$ cat src/rtl/kr580_pic_pkg.sv
// Shared constants and types for the kr580 8-input priority interrupt controller.
package kr580_pic_pkg;

    localparam logic [7:0] PIC_CMD_EOI  = 8'h20;
    localparam logic [2:0] PIC_CMD_SEOI = 3'b011;
    localparam logic [7:0] RST_BASE     = 8'hC7;
    localparam logic [7:0] SPURIOUS_VEC = 8'hFF;

    localparam logic [7:0] REG_IRR = 8'd0;
    localparam logic [7:0] REG_IMR = 8'd1;
    localparam logic [7:0] REG_ISR = 8'd2;

    typedef enum logic {
        IDLE,
        ACK
    } pic_state_t;

    typedef struct packed {
        logic       vld;
        logic [2:0] idx;
    } pic_cand_t;

endpackage

$ cat src/rtl/kr580_pic_sync_edge.sv
// Multi-flop synchroniser per request line followed by a rising-edge detector.
module pic_sync_edge #(
    parameter int WIDTH       = 8,
    parameter int SYNC_STAGES = 2
) (
    input  logic             clock,
    input  logic             reset,
    input  logic [WIDTH-1:0] async_i,
    output logic [WIDTH-1:0] rise_o
);

    // Fewer than two flops would not settle metastability, so clamp the depth.
    localparam int DEPTH = (SYNC_STAGES < 2) ? 2 : SYNC_STAGES;

    logic [DEPTH-1:0][WIDTH-1:0] sync_q;
    logic [WIDTH-1:0]            last_q;

    always_ff @(posedge clock) begin
        if (reset) begin
            sync_q <= '0;
            last_q <= '0;
        end else begin
            sync_q <= {sync_q[DEPTH-2:0], async_i};
            last_q <= sync_q[DEPTH-1];
        end
    end

    assign rise_o = sync_q[DEPTH-1] & ~last_q;

endmodule

$ cat src/rtl/kr580_pic.sv
// Fixed-priority 8-input interrupt controller feeding the kr580 intr line and
// supplying the RST n opcode during interrupt acknowledge.
module kr580_pic
    import kr580_pic_pkg::*;
#(
    parameter logic [7:0] PORT_BASE   = 8'hE0,
    parameter int         SYNC_STAGES = 2
) (
    input  logic       clock,
    input  logic       reset,
    input  logic [7:0] irq,
    input  logic [7:0] port_a,
    input  logic [7:0] port_i,
    output logic [7:0] port_o,
    input  logic       pw,
    input  logic       pr,
    input  logic       inta,
    output logic       intr,
    output logic [7:0] vector
);

    localparam logic [7:0] ADDR_IRR = PORT_BASE + REG_IRR;
    localparam logic [7:0] ADDR_IMR = PORT_BASE + REG_IMR;
    localparam logic [7:0] ADDR_ISR = PORT_BASE + REG_ISR;

    // Lowest unmasked request that no equal-or-higher in-service level blocks.
    function automatic pic_cand_t pick_cand(input logic [7:0] req,
                                            input logic [7:0] mask,
                                            input logic [7:0] svc);
        pic_cand_t c;
        logic      blocked;
        c       = '0;
        blocked = 1'b0;
        for (int n = 0; n < 8; n++) begin
            blocked = blocked | svc[n];
            if (!blocked && !c.vld && req[n] && !mask[n]) begin
                c.vld = 1'b1;
                c.idx = 3'(n);
            end
        end
        return c;
    endfunction

    pic_state_t state_q, state_d;
    logic [7:0] irr_q, irr_d;
    logic [7:0] isr_q, isr_d;
    logic [7:0] imr_q, imr_d;
    logic [7:0] vector_q, vector_d;
    logic       intr_q, intr_d;
    logic       inta_q;
    logic       pw_q;

    logic [7:0] irq_rise;
    logic       inta_rise;
    logic       pw_rise;
    logic       wr_cmd;
    logic       wr_imr;
    logic [7:0] imr_eff;
    pic_cand_t  cand_int;
    pic_cand_t  cand_ack;

    pic_sync_edge #(
        .WIDTH      (8),
        .SYNC_STAGES(SYNC_STAGES)
    ) u_sync (
        .clock  (clock),
        .reset  (reset),
        .async_i(irq),
        .rise_o (irq_rise)
    );

    assign inta_rise = inta & ~inta_q;
    assign pw_rise   = pw & ~pw_q;
    assign wr_cmd    = pw_rise && (port_a == ADDR_IRR);
    assign wr_imr    = pw_rise && (port_a == ADDR_IMR);

    // An acknowledge sees a mask written in the same cycle, so a request masked
    // just as the CPU answers becomes a spurious acknowledge.
    assign imr_eff  = wr_imr ? port_i : imr_q;
    assign cand_int = pick_cand(irr_q, imr_q, isr_q);
    assign cand_ack = pick_cand(irr_q, imr_eff, isr_q);

    always_comb begin
        state_d  = state_q;
        irr_d    = irr_q;
        isr_d    = isr_q;
        imr_d    = imr_eff;
        vector_d = vector_q;
        intr_d   = 1'b0;

        if (wr_cmd) begin
            if (port_i == PIC_CMD_EOI) begin
                isr_d = isr_q & (isr_q - 8'd1);
            end else if (port_i[7:5] == PIC_CMD_SEOI && port_i[4:3] == 2'b00) begin
                isr_d[port_i[2:0]] = 1'b0;
            end
        end

        case (state_q)
            IDLE: begin
                intr_d = cand_int.vld;
                if (inta_rise) begin
                    state_d = ACK;
                    intr_d  = 1'b0;
                    if (cand_ack.vld) begin
                        vector_d              = RST_BASE | {2'b00, cand_ack.idx, 3'b000};
                        isr_d[cand_ack.idx]   = 1'b1;
                        irr_d[cand_ack.idx]   = 1'b0;
                    end else begin
                        vector_d = SPURIOUS_VEC;
                    end
                end
            end
            ACK: begin
                if (!inta) begin
                    state_d = IDLE;
                end
            end
            default: state_d = IDLE;
        endcase

        // A fresh edge on the bit being acknowledged must not be lost.
        irr_d = irr_d | irq_rise;
    end

    always_ff @(posedge clock) begin
        if (reset) begin
            state_q  <= IDLE;
            irr_q    <= '0;
            isr_q    <= '0;
            imr_q    <= 8'hFF;
            vector_q <= SPURIOUS_VEC;
            intr_q   <= 1'b0;
            inta_q   <= 1'b0;
            pw_q     <= 1'b0;
        end else begin
            state_q  <= state_d;
            irr_q    <= irr_d;
            isr_q    <= isr_d;
            imr_q    <= imr_d;
            vector_q <= vector_d;
            intr_q   <= intr_d;
            inta_q   <= inta;
            pw_q     <= pw;
        end
    end

    always_comb begin
        port_o = 8'hFF;
        if (pr) begin
            if (port_a == ADDR_IRR) begin
                port_o = irr_q;
            end else if (port_a == ADDR_IMR) begin
                port_o = imr_q;
            end else if (port_a == ADDR_ISR) begin
                port_o = isr_q;
            end
        end
    end

    assign intr   = intr_q;
    assign vector = vector_q;

endmodule

$ cat config.mk
export PLATFORM = sky130hd
export DESIGN_NAME = kr580_pic
export DESIGN_NICKNAME = d
export VERILOG_FILES = /design/src/rtl/kr580_pic_pkg.sv /design/src/rtl/kr580_pic_sync_edge.sv /design/src/rtl/kr580_pic.sv
export SDC_FILE = /design/constraint.sdc
export NUM_CORES = 1
export LEC_CHECK = 0
export CAP_MARGIN = 25
export CORE_UTILIZATION = 50
export CTS_CLUSTER_SIZE = 12
export DETAILED_ROUTE_END_ITERATION = 12
export PLACE_DENSITY_LB_ADDON = 0.3
export SYNTH_ARGS = -nofsm -noshare
export SYNTH_HDL_FRONTEND = slang
export SYNTH_HIERARCHICAL = 1
export SYNTH_SLANG_ARGS = --single-unit
$ cat constraint.sdc
create_clock -name clock -period 3.4 [get_ports clock]
set_input_delay 0.68 -clock clock [delete_from_list [all_inputs] [get_ports clock]]
set_output_delay 0.68 -clock clock [all_outputs]
set_load 0.005 [all_outputs]
Word level (Yosys, flattened, before mapping). Index checks and enable logic that the tools add are counted. Widths: inputs -> output; s select.

Add/subtract/negate cells: 1. Multipliers: 0. Div/mod/pow operators: 0. $lt $le $gt $ge: 4. Eq/ne operators: 5. Shift operators: 0. Mux-type cells: 38. Bitwise gates (word level): 21. Reductions and logical operators: 91.

Operators by type and width (number): $mux 8 (14); $mux 4 (16); $logic_and 1x1->1 (50); $logic_not 1->1 (38); $and 8x8->8 (4); $eq 8x8->1 const B (3); $not 8->8 (3); $or 8x8->8 (2); $eq 8x6->1 const B (1); $lt 3x4->1 const B (2); $sub 8x1->8 const B (1); $or 1x1->1 (7); $demux 1 s3 (2); $ge 3x1->1 const B (2); $mux 6 (1); $mux 1 (4); $eq 3x2->1 const B (1); $not 1->1 (3); $reduce_or 3->1 (1); $and 1x1->1 (2); $logic_not 2->1 (1); $pmux 1 s2 (1); $reduce_and 2->1 (1).

Register bits: 60. Latch bits: 0. RAM bits: 0. ROM bits: 0. Input port bits: 29. Output and inout bits: 17. Word-level logic and storage cells: 171. Memories: 0.

Depth between registers and ports, before layout. Gate-level depths: netlist of the first run.

Word-level depth: 52. Gate-level depth with buffers: 9. Gate-level depth less buffers: 7.

Cells and area by module. Netlist of the first run, hierarchy kept.

Modules (own cells, without submodules): kr580_pic (instances 1, cells an instance 243, area each 1956.9 µm², seq. area each 620.6 µm²); pic_sync_edge (instances 1, cells an instance 58, area each 743.2 µm², seq. area each 480.5 µm²).

Worst setup path before layout of the first run. OpenSTA, ideal clock, no wires.

Path type: input to register. From: in port_a[4]. To: reg isr_q[0]. Library setup time: 0.116 ns. Arrival time: 2.922 ns. Data required time: 3.284 ns. Slack: 0.362 ns. Cell stages on the path: 8. Path buffers: 1. Path through: or4b_1 -> buf_2 -> nor3_4 -> mux2_2 -> nand4b_2 -> nor3_1 -> nor2_1 -> a31o_2.

Word-level cells in the longest chain between the ends: 49. Elaborated cells between the ends (all ways): 60. Classes of those cells: order compare: 2; eq/ne: 2; mux: 15; bitwise: 1; reduce/logical: 40.

RTL lines: start: declaration (line kr580_pic.sv:12) `input logic [7:0] port_a,`; $eq 8x8->1 (line kr580_pic.sv:75) `assign wr_imr = pw_rise && (port_a == ADDR_IMR);`; $logic_and 1x1->1 (line kr580_pic.sv:75); $mux 8 (line kr580_pic.sv:79) `assign imr_eff = wr_imr ? port_i : imr_q;`; $logic_not 1->1 (line kr580_pic.sv:36) `if (!blocked && !c.vld && req[n] && !mask[n]) begin`; $logic_and 1x1->1 (line kr580_pic.sv:36); $mux 4 (line kr580_pic.sv:36); $logic_not 1->1 (line kr580_pic.sv:36); $logic_and 1x1->1 (3 in series) (line kr580_pic.sv:36); [31 not listed]; $lt 3x4->1 (implied by the code) or $ge 3x1->1 (tied branches) (line kr580_pic.sv:107) `isr_d[cand_ack.idx] = 1'b1;`; $logic_and 1x1->1 (implied by the code) (line kr580_pic.sv:107); $mux 1 (implied by the code) (line kr580_pic.sv:107); $demux 1 s3 (line kr580_pic.sv:107); $or 8x8->8 (no source line); $mux 8 (line kr580_pic.sv:105) `if (cand_ack.vld) begin`; $mux 8 (line kr580_pic.sv:102) `if (inta_rise) begin`; $mux 8 * (line kr580_pic.sv:99) `case (state_q)`; end signal: assignment (line kr580_pic.sv:139) `isr_q <= isr_d;`; end: declaration (line kr580_pic.sv:46) `logic [7:0] isr_q, isr_d;`.

Mark *: on every way between the ends. The rest lies on a longest branch, timed or not. A chain may end at the register's enable or synchronous reset.

Final worst setup path of the first run.
From: in port_a[2]. To: out port_o[0].

Word-level cells in the longest chain between the ends: 5. Elaborated cells between the ends (all ways): 7. Classes of those cells: eq/ne: 3; mux: 4.

RTL lines: $eq 8x8->1 (line kr580_pic.sv:155) `end else if (port_a == ADDR_ISR) begin`; $mux 8 (line kr580_pic.sv:155); $mux 8 (line kr580_pic.sv:153) `end else if (port_a == ADDR_IMR) begin`; $mux 8 * (line kr580_pic.sv:151) `if (port_a == ADDR_IRR) begin`; $mux 8 * (line kr580_pic.sv:150) `if (pr) begin`; end: declaration (line kr580_pic.sv:14) `output logic [7:0] port_o,`.

Marks and branches as above.

==> results of run 1 <==
==> state kept, by name, indices dropped and copies added (netlist names) <==
register	flops
isr_q	8
u_sync/last_q	8
vector	3
pw_q	1
state_q	1
imr_q	8
intr	1
inta_q	1
irr_q	8
u_sync/sync_q	16
==> Yosys cell counts (all sizes together), types with 2 or more instances <==
| cell | number | area share (%) |
|---|---|---|
| nand2 | 26 | 3.6 |
| nor4 | 5 | 1.7 |
| nor2 | 19 | 2.6 |
| o21ai | 17 | 3.2 |
| inv | 9 | 1.3 |
| buf | 9 | 2.7 |
| nand4 | 8 | 1.9 |
| or2 | 3 | 0.70 |
| mux2i | 5 | 1.9 |
| a211oi | 3 | 0.83 |
| nand3b | 5 | 1.4 |
| or3 | 5 | 1.2 |
| o31a | 3 | 0.97 |
| dfxtp | 55 | 41 |
| or4 | 2 | 0.56 |
| a21oi | 15 | 2.8 |
| o21a | 3 | 0.83 |
| o2bb2ai | 2 | 0.65 |
| nor3b | 3 | 1.0 |
| a311oi | 2 | 0.88 |
| and2b | 5 | 1.4 |
| nor3 | 9 | 2.3 |
| nand2b | 4 | 1.2 |
| nand4b | 4 | 1.5 |
| a211o | 4 | 1.3 |
| o41ai | 5 | 2.3 |
| clkbuf | 10 | 1.4 |
| o211ai | 2 | 0.56 |
| or4b | 2 | 0.74 |
| nor2b | 30 | 8.2 |
| nand3 | 5 | 0.93 |
| a31oi | 4 | 0.93 |
| o31ai | 4 | 1.1 |
| nor4b | 2 | 0.65 |
==> worst register-to-register path, stage by stage (launching register included) <==
cell and delay (ps):
dfxtp_1 400, or4_1 700, nor4_4 330, or4b_1 500, a21oi_1 240, nor3_1 100, buf_4 140, or3_1 330
a21oi_1 110
==> worst max path at each step <==
stage,startpoint,to,slack (ps)
after CTS,port_a[4],port_o[3],30
after global placement,port_a[4],irr_q[7],-160
final,port_a[2],port_o[0],50
after detailed placement,port_a[4],irr_q[7],-200
after global routing,port_a[2],port_o[2],-30
after floorplan,port_a[4],isr_q[0],360
==> what timing repair did <==
item | 4_1_cts | 5_1_grt
hold endpoints to repair | 0 | 0
pin swaps | 0 | 1
resized for setup | 1 | 4
buffers inserted | 0 | 2
cloned | 0 | 1
setup endpoints to repair | 8 | 8
==> per-layer routing <==
metal,part of all wire [%],wire (um)
met2,48,3306
met5,0,0
met3,5.7,387
met1,43,2921
met4,3.1,215
==> kinds of logic after synthesis <==
| kind of cell | Yosys count | share of synthesized area, % |
|---|---|---|
| AND/OR/NAND/NOR | 141 | 33.09 |
| AO/OA/AOI/OAI | 70 | 18.40 |
| flip-flops | 55 | 40.78 |
| buffers and inverters | 28 | 5.329 |
| multiplexers | 6 | 2.271 |
| other | 1 | 0.1389 |
==> report_power, final <==
group	internal, mW	switching (mW)
Sequential	0.663	0.0106
Clock	0.239	0.211
Combinational	0.0653	0.0639
Total	0.967	0.286
==> per-stage QoR <==
step	TNS (ps)	cells	setup slack, ps	cell area [sq um]
after floorplan	0	305	362.0	2715
after global placement	-1956	424	-159.0	3298
after detailed placement	-2591	424	-200.4	3298
after CTS	0	432	25.72	3420
after global routing	-186.6	435	-31.77	3453
final	0	435	50.07	3453
==> cell type report <==
type | count | area share [%]
Multi-Input combinational cell | 222 | 43.01
Clock buffer | 6 | 2.391
Timing Repair Buffer | 71 | 18.19
Inverter | 9 | 0.9783
Tap cell | 70 | 2.536
Sequential cell | 55 | 31.88
Clock inverter | 2 | 1.014
==> reports/results.ini, run 1 <==
[finish]
fillers = 459
layout_common_cells = 55 x dfxtp_1, 38 x clkdlybuf4s50_1, 30 x buf_4
fin_util_pct = 67.19
area_growth_pct = 27.90
antennaDiodeCount = 0
nets = 393
register_area_sq_um = 1101
multi_input_area_sq_um = 1485
drive_gt1_share_pct = 19.45
layout_commonest_cell = dfxtp_1

[worst_setup_path]
r2r-end = isr_q[2]
cp.depth = 7
cp-end-kind = output pin
crit_buf_inv = 3
timing.rr.start = isr_q[0]
critPathLaunchType = input port
path_class = in -> out
required_ps = 2720
cp_common_cell = clkdlybuf4s50_1
critPathSlowestCell = or4b_4
rr_worst_depth = 8
worstPathCellList = clkdlybuf4s50_1, or4b_4, nor3_4, buf_4, nand2_1, nand4_1, clkdlybuf4s50_1
crit_family = buffers and inverters
arrival_ps = 2670
crit_path_max_incr_delay_ps = 570
reg2reg_slack_ps = 500
cp_max_fo = 5

[clocking]
h-tree-depth = 2
cts_root_buf = clkbuf_8
clockBufferDepth = 2
path_clk_slew_ps = 90
cts_buffers = 5
ctsHoldBuffers = 0
cts_tree = done
cts_sinks = 55
clock_latency_ps = 310

[timing]
fin_crit_sh_pct = 98.53
rsz0062_at_grt = yes
setup_viol = 0
layout_min_cycle_time_ps = 3350
finClkSkew_ps = 12.55
relSlewSlack_pct = 54.33
tightest_slew_ps = 685.0
drv_slew = 0
hold_violations = 0
max_freq_mhz = 298.5
whs_ps = 438.7

[die]
die_x_um = 75.49
start_util_pct = 52.53
die-area_sq_um = 5698
die_h_um = 75.49
core-area_sq_um = 5140
io_pins = 46
fp-row-count = 26

[global_routing]
grt_antenna_before_repair = 0
gr-max-usage-layer = met2
use_met1_pct = 29.83
grt_overflow_total = 0
grt_use_met2_pct = 41.57
grt_pass1_wl_mm = 10.22
grt_pass1_vias = 2277
gr-usage-met3_pct = 4.233
grt_start_max_net_pins = 35
grt_usage_pct = 24.11

[hold_path]
hold_depth = 1
min_from = u_sync/sync_q[7]
hold_end = u_sync/sync_q[15]
worstHoldPathType = reg -> reg

[status]
outcome = complete, no violations

[power]
power_mw = 1.253
power_density_nw_per_um2 = 362.8
p_leak_nw = 1.300
peakVddDrop_mv = 0.3328

[synth]
synth_edf_count = 0
syn_area_sq_um = 2700
syn_inst = 301
synth_ff_type = dfxtp_1
async_flop_share_pct = 0
yosys.cell_types.count = 60
synth.avg_cell_area_sq_um = 8.970
ys_ff_latch = 55
yosysWarnings = 6
yosysSeqAreaShare_pct = 40.78

[place]
port_buffers = 40
place_hpwl_mm = 4.958
gp_congestion = 0.8828

[drt]
drc = 0
drt_iter0_drc = 215
ant_nets = 0
drt_pass1_iterations = 5
drt-vias-per-instance = 5.844
avgRoutedWirePerCell_um = 15.70
wl_mm = 6.830
route.vias.total = 2542

[run]
maxCapViolations = 0

(Power assumes the default switching activity.)
==> run 2, diff against run 1 <==
Settings changed: ABC_CLOCK_PERIOD_IN_PS set to 3400, CORE_UTILIZATION 50 to 45.
==> reports/results.ini, run 2 (synthesis results as in run 1) <==
[hold_path]
worstHoldPathType = reg -> reg
min_from = u_sync/sync_q[7]

[worst_setup_path]
cp_max_fo = 3
critPathLaunchType = input port
crit_family = buffers and inverters
cp_common_cell = buf_4
crit_path_max_incr_delay_ps = 540
cp-end-kind = output pin
path_class = in -> out
timing.rr.start = isr_q[0]
arrival_ps = 2640
critPathSlowestCell = or4b_4
reg2reg_slack_ps = 460
worstPathCellList = clkdlybuf4s50_1, or4b_4, buf_4, nor3_4, buf_2, buf_4, buf_4, nand2_1, nand4_1, dlygate4sd2_1
startpoint = port_a[2]
crit_buf_inv = 6
required_ps = 2720

[drt]
top_layer = met4
wl_met1_mm = 2.904
drt_pass1_iterations = 5
route.vias.total = 2502
route.met3.wl_um = 426
wl_mm = 6.612
met2_wirelength_mm = 3.204
drt_iter0_drc = 133
drc = 0
avgRoutedWirePerCell_um = 14.76
drt-vias-per-instance = 5.585
ant_nets = 0

[timing]
hold_violations = 0
whs_ps = 440.5
fin_crit_sh_pct = 97.79
tightest_slew_ps = 579.1
max_freq_mhz = 300.8
relSlewSlack_pct = 61.40
setup_viol = 0
setup_tns_ps = 0
drv_slew = 0
finClkSkew_ps = 10.13
rsz0062_at_grt = no
layout_min_cycle_time_ps = 3325

[clocking]
h-tree-depth = 2
path_clk_slew_ps = 90
cts_sinks = 55
cts_root_buf = clkbuf_8
clock_latency_ps = 300
clockBufferDepth = 2
cts_tree = done
cts_buffers = 5

[place]
gp_congestion = 0.9465
port_buffers = 40
place_hpwl_mm = 4.797

[finish]
nets = 405
largest_reg_flops = 16
regMostFlops = u_sync/sync_q
antennaDiodeCount = 0
layout_commonest_cell = dfxtp_1
area_growth_pct = 31.83
layout_common_cells = 55 x dfxtp_1, 41 x buf_4, 31 x clkdlybuf4s50_1
drive_gt1_share_pct = 22.61

[power]
power_density_nw_per_um2 = 344.2
peakVddDrop_mv = 0.2310
p_leak_nw = 1.341
power_mw = 1.225

[global_routing]
grt_pass1_wl_mm = 10.87
grt_overflow_total = 0
grt_start_max_net_pins = 29
grt_usage_pct = 22.05
grt_antenna_before_repair = 0
grt_pass1_vias = 2362

[run]
maxCapViolations = 0

[status]
outcome = complete, no violations

[die]
core-area_sq_um = 5642
die_x_um = 79.46
io_pins = 46
die_h_um = 79.46
die-area_sq_um = 6314
fp-row-count = 27
start_util_pct = 47.86

[run 2: cell types whose count changed in the layout (fill, tap and decap cells not counted), sizes merged, moves of 2 or more]
cell / before / now
clkdlybuf4s50: 38 / 31
buf: 32 / 44
dlygate4sd2: 0 / 2
dlymetal6s2s: 1 / 6
[run 2: what timing repair did]
item,4_1_cts,5_1_grt
gates cloned,1,0
setup buffers,2,6
pin swaps,2,1
hold endpoints to repair,0,0
gates resized for setup,6,10
hold buffers,0,0
endpoints found under the setup margin,8,11
[run 2: routing by layer]
metal / track usage, % / vias up
met5: 0 / -
met4: 6.727 / 0
met3: 4.571 / 11
met2: 38.63 / 101
met1: 26.84 / 1161
li1: - / 1229
[run 2: worst register-to-register path: stages, from the launching register on]
cell and delay, ps:
dfxtp_1 390, or4_1 710, nor4_4 330, or4b_1 490, a21oi_2 210, nor3_1 100, buf_4 140, or3_1 360
a21oi_1 140
[run 2: power by group]
part           leakage, nW  switching, mW  internal, mW  total, mW
clock               0.0502          0.204         0.215      0.420
sequential           0.450         0.0109         0.663      0.674
combinational        0.841         0.0642        0.0673      0.131
[run 2: final cells by class]
| type | instances | area, sq um |
|---|---|---|
| tap | 72 | 90.09 |
| clock buffer | 5 | 68.82 |
| clock inverter | 2 | 37.54 |
| timing repair buffer | 83 | 732.0 |
| fill | 483 | 2082 |
| multi-input combinational | 222 | 1496 |
| sequential | 55 | 1101 |
| inverter | 9 | 33.78 |
[run 2: metrics by stage]
stage          instances  instance area, sq um  setup slack [ps]  util, %
2_1_floorplan        305                  2715             362.0        -
3_3_place_gp         432                  3346            -182.0    59.30
3_5_place_dp         432                  3346            -211.8    59.30
4_1_cts              442                  3483             2.359    61.74
5_1_grt              448                  3560             16.15    63.10
6_report             448                  3560             75.12    63.10
[run 2: path summary, 6_finish.rpt]
path	end	cells past startpoint
max	port_o[6]	10
min	u_sync/sync_q[15]	1
max reg2reg	isr_q[4]	8
min reg2reg	u_sync/sync_q[15]	1
==> run 3, diff against run 2 <==
Settings changed: CAP_MARGIN 25 to not set, CTS_CLUSTER_SIZE 12 to 16.
==> results of run 3 <==
Final layout, timing and power as in run 2 (identical DEF).
